===== src/rtl/uart_tx_arb.sv =====
// Round-robin arbiter that hands bytes from four requesters to one UART transmitter, with a watchdog.
// Define UART_ARB_LOCK_EN to let the owner keep the transmitter for up to LOCK_MAX consecutive bytes.
module uart_tx_arb #(
    parameter int WDOG     = 2000,
    parameter int LOCK_MAX = 16
) (
    input  logic        clk,
    input  logic        rstn,
    input  logic [3:0]  i_req,
    input  logic [31:0] i_data,
    output logic [3:0]  o_ack,
    output logic [3:0]  o_grant,
    output logic        o_tx_start,
    output logic [7:0]  o_tx_data,
    input  logic        i_tx_ready,
    output logic        o_err,
    output logic [1:0]  o_dbg_state
);
    // Handshake: a requester raises i_req[n] with its byte on i_data[8n+7:8n] and holds both
    // until o_ack[n]; i_tx_ready high means the transmitter can take the byte on o_tx_start.
    typedef enum logic [1:0] {
        IDLE      = 2'd0,
        WAIT_BUSY = 2'd1,
        WAIT_DONE = 2'd2
    } state_t;

    localparam logic [15:0] WDOG_LAST = 16'(WDOG - 1);

    state_t      state_q, state_d;
    logic [1:0]  ptr_q, ptr_d;
    logic [1:0]  own_q, own_d;
    logic [15:0] wdog_q, wdog_d;
    logic [3:0]  ack_q, ack_d;
    logic [3:0]  grant_q, grant_d;
    logic        start_q, start_d;
    logic        err_q, err_d;
    logic [7:0]  data_q, data_d;

    logic [1:0]  rr_win;
    logic        rr_found;
    logic [1:0]  win;
    logic        lock_hit;
    logic        expire;
    logic        finish;

`ifdef UART_ARB_LOCK_EN
    localparam logic [15:0] LOCK_LIM = 16'(LOCK_MAX);

    logic [15:0] burst_q, burst_d;
    logic        lock_q, lock_d;

    assign lock_hit = lock_q && i_req[own_q];
`else
    assign lock_hit = 1'b0;

    // LOCK_MAX has no effect when the lock feature is not built.
    if (LOCK_MAX < 1) begin : g_lock_max_ignored
    end
`endif

    // First requester at or after ptr, wrapping 3 -> 0.
    always_comb begin
        rr_found = 1'b0;
        rr_win   = ptr_q;
        for (int i = 0; i < 4; i++) begin
            if (!rr_found && i_req[ptr_q + 2'(i)]) begin
                rr_found = 1'b1;
                rr_win   = ptr_q + 2'(i);
            end
        end
    end

    assign win = lock_hit ? own_q : rr_win;

    always_comb begin
        state_d = state_q;
        ptr_d   = ptr_q;
        own_d   = own_q;
        wdog_d  = wdog_q;
        ack_d   = 4'b0000;
        start_d = 1'b0;
        err_d   = 1'b0;
        grant_d = grant_q;
        data_d  = data_q;
        expire  = 1'b0;
        finish  = 1'b0;
`ifdef UART_ARB_LOCK_EN
        burst_d = burst_q;
        lock_d  = lock_q;
`endif
        case (state_q)
            IDLE: begin
                if (i_tx_ready && (i_req != 4'b0000)) begin
                    state_d = WAIT_BUSY;
                    own_d   = win;
                    wdog_d  = 16'd0;
                    ack_d   = 4'b0001 << win;
                    grant_d = 4'b0001 << win;
                    start_d = 1'b1;
                    data_d  = i_data[8*win +: 8];
`ifdef UART_ARB_LOCK_EN
                    burst_d = lock_hit ? burst_q + 16'd1 : 16'd1;
                    lock_d  = 1'b0;
`endif
                end
            end
            WAIT_BUSY, WAIT_DONE: begin
                wdog_d = wdog_q + 16'd1;
                if (wdog_q == WDOG_LAST) begin
                    expire = 1'b1;
                    err_d  = 1'b1;
                end else if (state_q == WAIT_BUSY) begin
                    if (!i_tx_ready) begin
                        state_d = WAIT_DONE;
                    end
                end else if (i_tx_ready) begin
                    finish = 1'b1;
                end
            end
            default: state_d = IDLE;
        endcase

        if (expire || finish) begin
            state_d = IDLE;
            grant_d = 4'b0000;
            data_d  = 8'h00;
            ptr_d   = own_q + 2'd1;
`ifdef UART_ARB_LOCK_EN
            lock_d  = 1'b0;
            burst_d = 16'd0;
            // A clean finish with the owner still requesting keeps the lock and the pointer.
            if (finish && i_req[own_q] && (burst_q < LOCK_LIM)) begin
                ptr_d   = ptr_q;
                lock_d  = 1'b1;
                burst_d = burst_q;
            end
`endif
        end
    end

    always_ff @(posedge clk or negedge rstn) begin
        if (!rstn) begin
            state_q <= IDLE;
            ptr_q   <= 2'd0;
            own_q   <= 2'd0;
            wdog_q  <= 16'd0;
            ack_q   <= 4'b0000;
            grant_q <= 4'b0000;
            start_q <= 1'b0;
            err_q   <= 1'b0;
            data_q  <= 8'h00;
`ifdef UART_ARB_LOCK_EN
            burst_q <= 16'd0;
            lock_q  <= 1'b0;
`endif
        end else begin
            state_q <= state_d;
            ptr_q   <= ptr_d;
            own_q   <= own_d;
            wdog_q  <= wdog_d;
            ack_q   <= ack_d;
            grant_q <= grant_d;
            start_q <= start_d;
            err_q   <= err_d;
            data_q  <= data_d;
`ifdef UART_ARB_LOCK_EN
            burst_q <= burst_d;
            lock_q  <= lock_d;
`endif
        end
    end

    assign o_ack       = ack_q;
    assign o_grant     = grant_q;
    assign o_tx_start  = start_q;
    assign o_tx_data   = data_q;
    assign o_err       = err_q;
    assign o_dbg_state = state_q;

endmodule


===== config.mk =====
export PLATFORM = sky130hd
export DESIGN_NAME = uart_tx_arb
export DESIGN_NICKNAME = d
export VERILOG_FILES = /design/src/rtl/uart_tx_arb.sv
export SDC_FILE = /design/constraint.sdc
export NUM_CORES = 1
export LEC_CHECK = 0
export CAP_MARGIN = 15
export CORE_ASPECT_RATIO = 1.4
export CORE_UTILIZATION = 52
export CTS_BUF_LIST = sky130_fd_sc_hd__clkbuf_8 sky130_fd_sc_hd__clkbuf_16
export CTS_CLUSTER_SIZE = 40
export DETAILED_ROUTE_END_ITERATION = 10
export GPL_TIMING_DRIVEN = 0
export PLACE_DENSITY = 0.95
export SYNTH_ARGS = -nofsm -noshare
export SYNTH_HDL_FRONTEND = slang
export SYNTH_SLANG_ARGS = --single-unit

===== constraint.sdc =====
create_clock -name clk -period 3.86 [get_ports clk]
set_clock_uncertainty 0.05 [all_clocks]
set_input_delay 1.158 -clock clk [delete_from_list [all_inputs] [get_ports clk]]
set_output_delay 1.158 -clock clk [all_outputs]
set_load 0.02 [all_outputs]

==> flow_metrics.env, run 1 <==
export IMPL_status="finished, final reports clean"
export IMPL_synth_flop_cell="dfrtp_1"
export IMPL_syn_inst=205
export IMPL_die_x_um=56.2
export IMPL_cts_tree="done"
export IMPL_ir_drop_mv=0.476
export IMPL_period_share_pct=77.9
export IMPL_synth_edf_count=0
export IMPL_synthMuxAreaShare_pct=8.41
export IMPL_antenna_found_initial=0
export IMPL_dp_hpwl_um=3510
export IMPL_post_cts_resized=0
export IMPL_routabilityCongestion=0.846
export IMPL_die_h_um=77.9
export IMPL_syn_num_nets=247
export IMPL_start_util_pct=54.2
export IMPL_async_flop_share_pct=100
export IMPL_syn_to_final_growth_pct=35.3
export IMPL_dieArea_mm2=0.00438
export IMPL_synth_top_family_by_area="simple AND/OR/NAND/NOR gates"
export IMPL_yosys_cell_types_count=50
export IMPL_drt_initial_drc_count=58
export IMPL_synth_fa_ha_area_share_pct=1.75
export IMPL_synth_xor_xnor_area_share_pct=5.72
export IMPL_rsz0062_at_grt="false"
export IMPL_ys_ff_latch=40
export IMPL_post_drt_wl_per_cell_um=15.6
export IMPL_cts_setup_buffers=0
export IMPL_max_freq_ghz=0.332
export IMPL_finalHoldViolations=0
export IMPL_required_ns=3.94
export IMPL_worstSkewPairLatency_ns=0.29
export IMPL_wl_um=4880
export IMPL_io_buffers=58
export IMPL_placed_area_mm2=0.00277
export IMPL_syn_area_mm2=0.00214
export IMPL_drive_above_1_share_pct=10.3
export IMPL_path_max_fanout=10
export IMPL_setup_tns_ns=0
export IMPL_first_global_vias=1900
export IMPL_synth_warnings=0
export IMPL_vias=1790
export IMPL_synth_compound_area_share_pct=11.2
export IMPL_post_synth_cell_area_avg_um2=10.4
export IMPL_drv_cap=0
export IMPL_p_leak_nw=1.32
export IMPL_globalRouteOverflowTotal=0
export IMPL_startpoint_type="input port"
export IMPL_slew_violations=0
export IMPL_antenna_cells=0
export IMPL_clkSinkCount=40
export IMPL_worst_pin_slew_ns=0.874
export IMPL_grt_max_degree=41
export IMPL_powerDensity_mw_per_mm2=629
export IMPL_grt_util_all_layers_pct=24.4
export IMPL_path_class="in2reg"
export IMPL_cts_hold_buffers=0
export IMPL_ys_seq_area_share_pct=46.7
export IMPL_cts_buffers=5
export IMPL_grt_pass1_wl_um=8360
export IMPL_htree_num_levels=2
export IMPL_cts_root_buf="clkbuf_8"
export IMPL_period_needed_ns=3.01
export IMPL_drcViolationCount=0
export IMPL_synth_simple_gate_area_share_pct=21.8
export IMPL_hold_class="reg2reg"
export IMPL_relSlewSlack_pct=41.7
export IMPL_arrival_ns=3.09
export IMPL_pin_count=59
export IMPL_design_area_mm2=0.00290
export IMPL_vias_per_cell=5.70
export IMPL_setup_viol=0
export IMPL_crit_path_end_kind="register"
export IMPL_rows=27
export IMPL_finalNetCount=312
export IMPL_clk_pin_slew_ns=0.07
export IMPL_cts_buffer_depth=2
export IMPL_drtAntennaViolNets=0
export IMPL_holdWs_ns=0.464
export IMPL_core_area_mm2=0.00395
export IMPL_firstDrtPassIters=4
## worst paths after layout
kind	start	to	slack, ns	cells past startpoint
max	i_req[2]	o_tx_data[3]	0.85	7
min	own_q[0]	ptr_q[0]	0.46	1
max reg2reg	o_dbg_state[0]	o_tx_data[3]	1.40	8
min reg2reg	own_q[0]	ptr_q[0]	0.46	1
max in group asynchronous	rstn	wdog_q[8]	2.28	1
min in group asynchronous	rstn	o_tx_data[1]	0.93	1
## Yosys cell counts, types with 4 or more instances
cell type,instances,area (um2)
a21oi_1,4,20.0
and2_1,5,31.3
dfrtp_1,40,1000
inv_1,6,22.5
mux2i_1,18,180
nand2_1,12,45.0
nand3_1,14,70.1
nand4_1,6,37.5
nor2_1,18,67.6
nor2b_1,4,25.0
nor3_1,4,20.0
o21a_1,4,30.0
o21ai_0,5,25.0
o221ai_1,6,52.6
xor2_1,12,105
## power by group
part	switching [mW]	internal, mW	total (mW)
clock network	0.140	0.228	0.368
logic	0.461	0.391	0.852
registers	0.0758	0.529	0.604
total	0.677	1.15	1.82
## worst max-delay path, cell delays in order
cell	delay (ns)
clkdlybuf4s50_1	0.49
o41ai_2	0.64
or2_1	0.20
buf_6	0.15
inv_4	0.06
nand3b_2	0.19
o221ai_1	0.20
## routing by layer
layer,global-route usage (%),wire [um]
met2,45.8,2720
met4,10.0,86
met5,0,0
met3,5.50,222
met1,25.7,1850
## registers in the layout (all words and copies together) (netlist names)
signal       cells
o_ack            4
o_tx_data        8
o_dbg_state      2
own_q            2
o_err            1
wdog_q          16
ptr_q            2
o_grant          4
o_tx_start       1
## placed cells by master, fill, tap and decap left out, drive strengths merged, types with 2 or more instances in the layout
cell type      instances
o21a                   4
nand4                  6
o221ai                 8
nor3                   5
xor2                  12
and3b                  2
nor2                  18
mux2i                 18
nand3                 15
ha                     3
clkbuf                 8
and4                   2
a21oi                  5
nor2b                  4
and2                   5
and3                   4
buf                    9
xnor2                  2
o21ai                  6
or4                    2
clkdlybuf4s50         57
dfrtp                 40
inv                    7
nand2                 13
## metrics by stage
| stage | worst slack [ns] | std cells | util, % | total power [mW] |
|---|---|---|---|---|
| floorplan | 1.33 | 205 | - | 1.17 |
| global placement | 0.627 | 306 | 70.2 | 1.44 |
| detailed placement | 0.580 | 306 | 70.1 | 1.46 |
| CTS | 0.853 | 314 | 73.3 | 1.84 |
| global route | 0.714 | 314 | 73.3 | 1.96 |
| finish | 0.852 | 314 | 73.3 | 1.82 |
## cells by family (layout without fill, tap and decap cells)
logic type               Yosys count  in the layout
AO/OA/AOI/OAI                     30             30
XOR/XNOR                          14             14
adder cells (fa/ha/maj)            3              3
buffers and inverters             16             82
flip-flops                        40             40
multiplexers                      18             18
AND/OR/NAND/NOR                   84             84
## final cells by class
cell class	count	area (um2)
Clock buffer	7	96.3
Inverter	7	28.8
Fill cell	279	1050
Clock inverter	1	30.0
Timing Repair Buffer	58	576
Buffer	9	63.8
Tap cell	43	53.8
Sequential cell	40	1000
Multi-Input combinational cell	149	1050
Note: power is estimated with default switching activity, not from simulation.
==> inputs of run 2 (changes only) <==
--- a/config.mk
+++ b/config.mk
@@ -7,12 +7,12 @@
 export LEC_CHECK = 0
 export CAP_MARGIN = 15
 export CORE_ASPECT_RATIO = 1.4
-export CORE_UTILIZATION = 52
+export CORE_UTILIZATION = 43
 export CTS_BUF_LIST = sky130_fd_sc_hd__clkbuf_8 sky130_fd_sc_hd__clkbuf_16
 export CTS_CLUSTER_SIZE = 40
 export DETAILED_ROUTE_END_ITERATION = 10
 export GPL_TIMING_DRIVEN = 0
-export PLACE_DENSITY = 0.95
+export PLACE_DENSITY = 0.88
 export SYNTH_ARGS = -nofsm -noshare
 export SYNTH_HDL_FRONTEND = slang
 export SYNTH_SLANG_ARGS = --single-unit
==> constraint.sdc (replaced) <==
create_clock -name clk -period 2.7 [get_ports clk]
set_clock_uncertainty 0.05 [all_clocks]
set_input_delay 0.81 -clock clk [delete_from_list [all_inputs] [get_ports clk]]
set_output_delay 0.81 -clock clk [all_outputs]
set_load 0.02 [all_outputs]
==> flow_metrics.env, run 2 (synthesis gave the netlist of run 1 again) <==
export IMPL_drcViolationCount=0
export IMPL_cts_buffers=5
export IMPL_globalRouteOverflowTotal=0
export IMPL_ir_drop_mv=0.377
export IMPL_hold_class="reg2reg"
export IMPL_relSlewSlack_pct=40.6
export IMPL_setup_viol=0
export IMPL_cts_buffer_depth=2
export IMPL_fillers=406
export IMPL_dp_hpwl_um=3850
export IMPL_pin_count=59
export IMPL_finalNetCount=312
export IMPL_antenna_cells=0
export IMPL_io_buffers=58
export IMPL_vias=1816
export IMPL_drtAntennaViolNets=0
export IMPL_finalHoldViolations=0
export IMPL_path_cells="clkdlybuf4s50_1 > nor2b_1 > a21oi_1 > o211ai_1 > nand3_2 > o221ai_1"
export IMPL_holdWs_ns=0.454
export IMPL_path_class="in2reg"
export IMPL_layout_common_cells="clkdlybuf4s50_1 (56), dfrtp_1 (40), nor2_1 (18), mux2i_1 (18), nand3_1 (14)"
export IMPL_wl_um=5090
export IMPL_post_route_util_pct=60.8
export IMPL_startpoint_type="input port"
export IMPL_design_area_mm2=0.00292
export IMPL_period_needed_ns=2.61
export IMPL_worstSkewPairLatency_ns=0.29
export IMPL_max_freq_ghz=0.383
export IMPL_clkSinkCount=40
export IMPL_slew_violations=0
export IMPL_finalWorstSetupSlack_ns=0.0863
export IMPL_cts_setup_buffers=0
export IMPL_rsz0062_at_grt="false"
export IMPL_die_h_um=85.5
export IMPL_placed_area_mm2=0.00280
export IMPL_powerDensity_mw_per_mm2=888
export IMPL_vias_per_cell=5.42
export IMPL_drv_cap=0
export IMPL_drt_initial_drc_count=63
export IMPL_post_drt_wl_per_cell_um=15.2
export IMPL_crit_path_end_kind="register"
export IMPL_power_mw=2.59
export IMPL_worst_pin_slew_ns=0.891
export IMPL_dieArea_mm2=0.00527
export IMPL_largest_reg_flops=16
export IMPL_die_x_um=61.7
export IMPL_htree_num_levels=2
export IMPL_core_area_mm2=0.00480
export IMPL_first_global_vias=1860
export IMPL_p_leak_nw=1.33
export IMPL_antenna_found_initial=0
export IMPL_firstDrtPassIters=4
export IMPL_routabilityCongestion=0.743
export IMPL_cts_tree="done"
export IMPL_largest_register="wdog_q"
export IMPL_grt_util_all_layers_pct=20.6
export IMPL_grt_max_degree=41
export IMPL_rows=30
export IMPL_grt_pass1_wl_um=7990
export IMPL_cts_root_buf="clkbuf_8"
export IMPL_path_max_fanout=8
export IMPL_drive_above_1_share_pct=9.96
export IMPL_post_place_ws_ns=-0.279
export IMPL_layout_commonest_cell="clkdlybuf4s50_1"
export IMPL_crit_slowest_cell="clkdlybuf4s50_1"
export IMPL_clk_pin_slew_ns=0.07
export IMPL_arrival_ns=2.76
export IMPL_status="finished, final reports clean"
export IMPL_syn_to_final_growth_pct=36.3
export IMPL_period_share_pct=96.8
export IMPL_start_util_pct=44.6
export IMPL_required_ns=2.85
export IMPL_max_stage_delay_ns=0.57
## run 2: cell count changes in the layout (fill, tap and decap cells not counted), sizes merged
| cell | delta |
|---|---|
| dlymetal6s2s | +1 |
| clkbuf | -2 |
| inv | +1 |
| clkdlybuf4s50 | -1 |
| clkinv | +1 |
## run 2: routing by layer
metal	vias up	wire [um]	track usage [%]
met5	-	0	0
met4	0	161	12.3
met3	21	318	5.28
met2	61	2770	35.6
met1	872	1850	21.3
li1	862	-	-
## run 2: final cells by class
type | count | area, um2 | area share [%]
repair buffers | 58 | 578 | 19.8
well taps | 64 | 80.1 | 2.74
flip-flops and latches | 40 | 1000 | 34.3
multi-input cells | 149 | 1060 | 36.3
plain buffers | 9 | 63.8 | 2.19
clock inverters | 3 | 38.8 | 1.33
inverters | 7 | 28.8 | 0.986
clock buffers | 5 | 68.8 | 2.36
## run 2: path summary, 6_finish.rpt
path                                 from            to  slack, ns  cells after the start
min reg2reg                      own_q[0]      ptr_q[0]       0.45                      1
min                              own_q[0]      ptr_q[0]       0.45                      1
max                              i_req[0]  o_tx_data[7]       0.09                      6
min in group asynchronous            rstn      o_ack[1]       0.58                      1
max reg2reg                o_dbg_state[0]  o_tx_data[7]       0.23                      8
max in group asynchronous            rstn  o_tx_data[2]       1.46                      1
## run 2: report_power, final
part / switching (mW) / internal, mW
clock network: 0.209 / 0.270
registers: 0.105 / 0.755
logic: 0.689 / 0.562
## run 2: critical path, delay by kind of cell
family	cells	cell delay, ns
AOI/OAI and AO/OA	3	0.83
and+or+nand+nor	2	0.56
buffers and inverters	1	0.57
## run 2: what timing repair did
item                       4_1_cts  5_1_grt
hold buffers                     0        0
gates resized for setup          0        2
setup endpoints to repair        0       11
## run 2: stage by stage
step	instances	TNS, ns
6_report	335	0
5_1_grt	335	0
4_1_cts	335	0
3_5_place_dp	327	-4.48
3_3_place_gp	327	-10.17
2_1_floorplan	205	0
==> inputs of run 3 (changes only) <==
--- a/config.mk
+++ b/config.mk
@@ -9,7 +9,6 @@
 export CORE_ASPECT_RATIO = 1.4
 export CORE_UTILIZATION = 43
 export CTS_BUF_LIST = sky130_fd_sc_hd__clkbuf_8 sky130_fd_sc_hd__clkbuf_16
-export CTS_CLUSTER_SIZE = 40
 export DETAILED_ROUTE_END_ITERATION = 10
 export GPL_TIMING_DRIVEN = 0
 export PLACE_DENSITY = 0.88
==> results of run 3 <==
The final DEF is identical to that of run 2; final timing and power are the same.
==> edit (flow settings as in run 3) <==
Register the output `o_dbg_state` once more, with the module's reset; this adds one clock of latency there. The other outputs are not delayed to match.
--- a/src/rtl/uart_tx_arb.sv
+++ b/src/rtl/uart_tx_arb.sv
@@ -176,5 +176,11 @@
     assign o_tx_data   = data_q;
     assign o_err       = err_q;
-    assign o_dbg_state = state_q;
+    always_ff @(posedge clk or negedge rstn) begin
+        if (!rstn) begin
+            o_dbg_state <= '0;
+        end else begin
+            o_dbg_state <= state_q;
+        end
+    end
 
 endmodule
Function: changed (Yosys sat finds a counterexample within 4 cycles, from zero or initial values and one cycle with rstn low).
==> edit against run 3 <==
- power increased by 0.29%
- worst setup slack better by 91 ps
- area after synthesis increased by 9.5%
- final area grew 6.2%
- critical path depth up 2
- sequential cell count increased by 2
- wire length is 17% higher
- sequential power up 2.8%
- critical endpoint is now o_tx_data[6]
==> edit: results (changes against run 3) <==
| Metric | Value |
|---|---|
| Arrival @ worst endpoint | `2680 ps (-80 ps)` |
| Net Sw Power | `1.03 mW (+3.0%)` |
| Top delay family on crit path | `buffers and inverters` |
| Port bufs | `57 (-1.7%)` |
| Status | `finished, final reports clean` |
| Share of layout cells above drive strength 1 | `12.0% (+2.0 points)` |
| R2R cell count | `9 (+1)` |
| Fillers | `460 (+13%)` |
| Post-detail-place hpwl | `4.34 mm (+13%)` |
| Critical Path Max Stage Delay | `430 ps (-140 ps)` |
| RR Startpoint | `state_q[0]` |
| Syn nets | `275 (+11%)` |
| P_clk | `0.431 mW (-10%)` |
| Slew HR | `37.1% (-3.4 points)` |
| Gate power share | `49.3% (+1.0 points)` |
| Drt initial violations | `99 (+57%)` |
| Final nets | `341 (+9.3%)` |
| Via count | `2040 (+12%)` |
| Largest net degree at the start of global routing | `43 (+4.9%)` |
| Global placer's final weighted congestion | `0.816 (+9.7%)` |
| WL/cell | `16.3 um (+7.2%)` |
| Hold depth | `0 (-1)` |
| Critical path peak fanout | `10 (+2)` |
| First-pass GRT wire length | `9.49 mm (+19%)` |
| Pre-CTS setup slack | `-619 ps (-340 ps)` |
| Worst R2R End | `o_tx_data[0]` |
[edit: how the worst max path moves through the flow]
stage	from	end	slack [ps]	cells past startpoint
final	i_req[2]	o_tx_data[6]	180	8
after global routing	i_req[2]	wdog_q[12]	9	8
after CTS	i_req[0]	o_tx_data[6]	6	8
after detailed placement	i_req[3]	o_tx_data[6]	-620	8
after global placement	i_req[3]	o_tx_data[3]	-540	8
after floorplan	i_req[1]	o_tx_data[0]	140	7
[edit: layout make-up]
cell class	instances	share of cell area, %
inverter	8	0.969
sequential	42	33.9
multi-input combinational	170	37.9
tap	66	2.66
clock inverter	3	0.807
buffer	13	3.15
timing repair buffer	59	18.4
clock buffer	5	2.22
[edit: logic make-up after synthesis]
family / after synthesis / synth area share [%]
AOI/OAI and AO/OA: 55 / 18.7
xor gates and xnor gates: 15 / 5.60
adders and majority gates: 3 / 1.60
buffers and inverters: 21 / 5.44
DFF: 42 / 44.8
muxes: 9 / 4.27
and+or+nand+nor: 88 / 19.6
[edit: metrics by stage]
stage / instance area [um^2] / util, % / hold WS, ps / cells / setup TNS, ps
after global placement: 3000 / 57.7 / 312 / 356 / -19170
after floorplan: 2350 / - / 304 / 233 / 0
after detailed placement: 2990 / 57.6 / 309 / 356 / -10530
after CTS: 3090 / 59.4 / 323 / 364 / 0
final: 3100 / 59.6 / 320 / 366 / 0
after global routing: 3100 / 59.6 / 345 / 366 / 0
[edit: routing by layer]
metal	vias up	GRT usage (%)	wire, um
li1	969	-	-
met1	959	20.4	2110
met2	91	42.6	3270
met3	21	5.74	414
met4	0	10.9	174
met5	-	0	0
[edit: repair_timing]
item | in CTS | in global routing
resized for setup | 4 | 4
setup buffers | 0 | 2
pin swaps | 0 | 1
hold endpoints to repair | 0 | 0
gates cloned | 0 | 0
setup endpoints to repair | 18 | 5
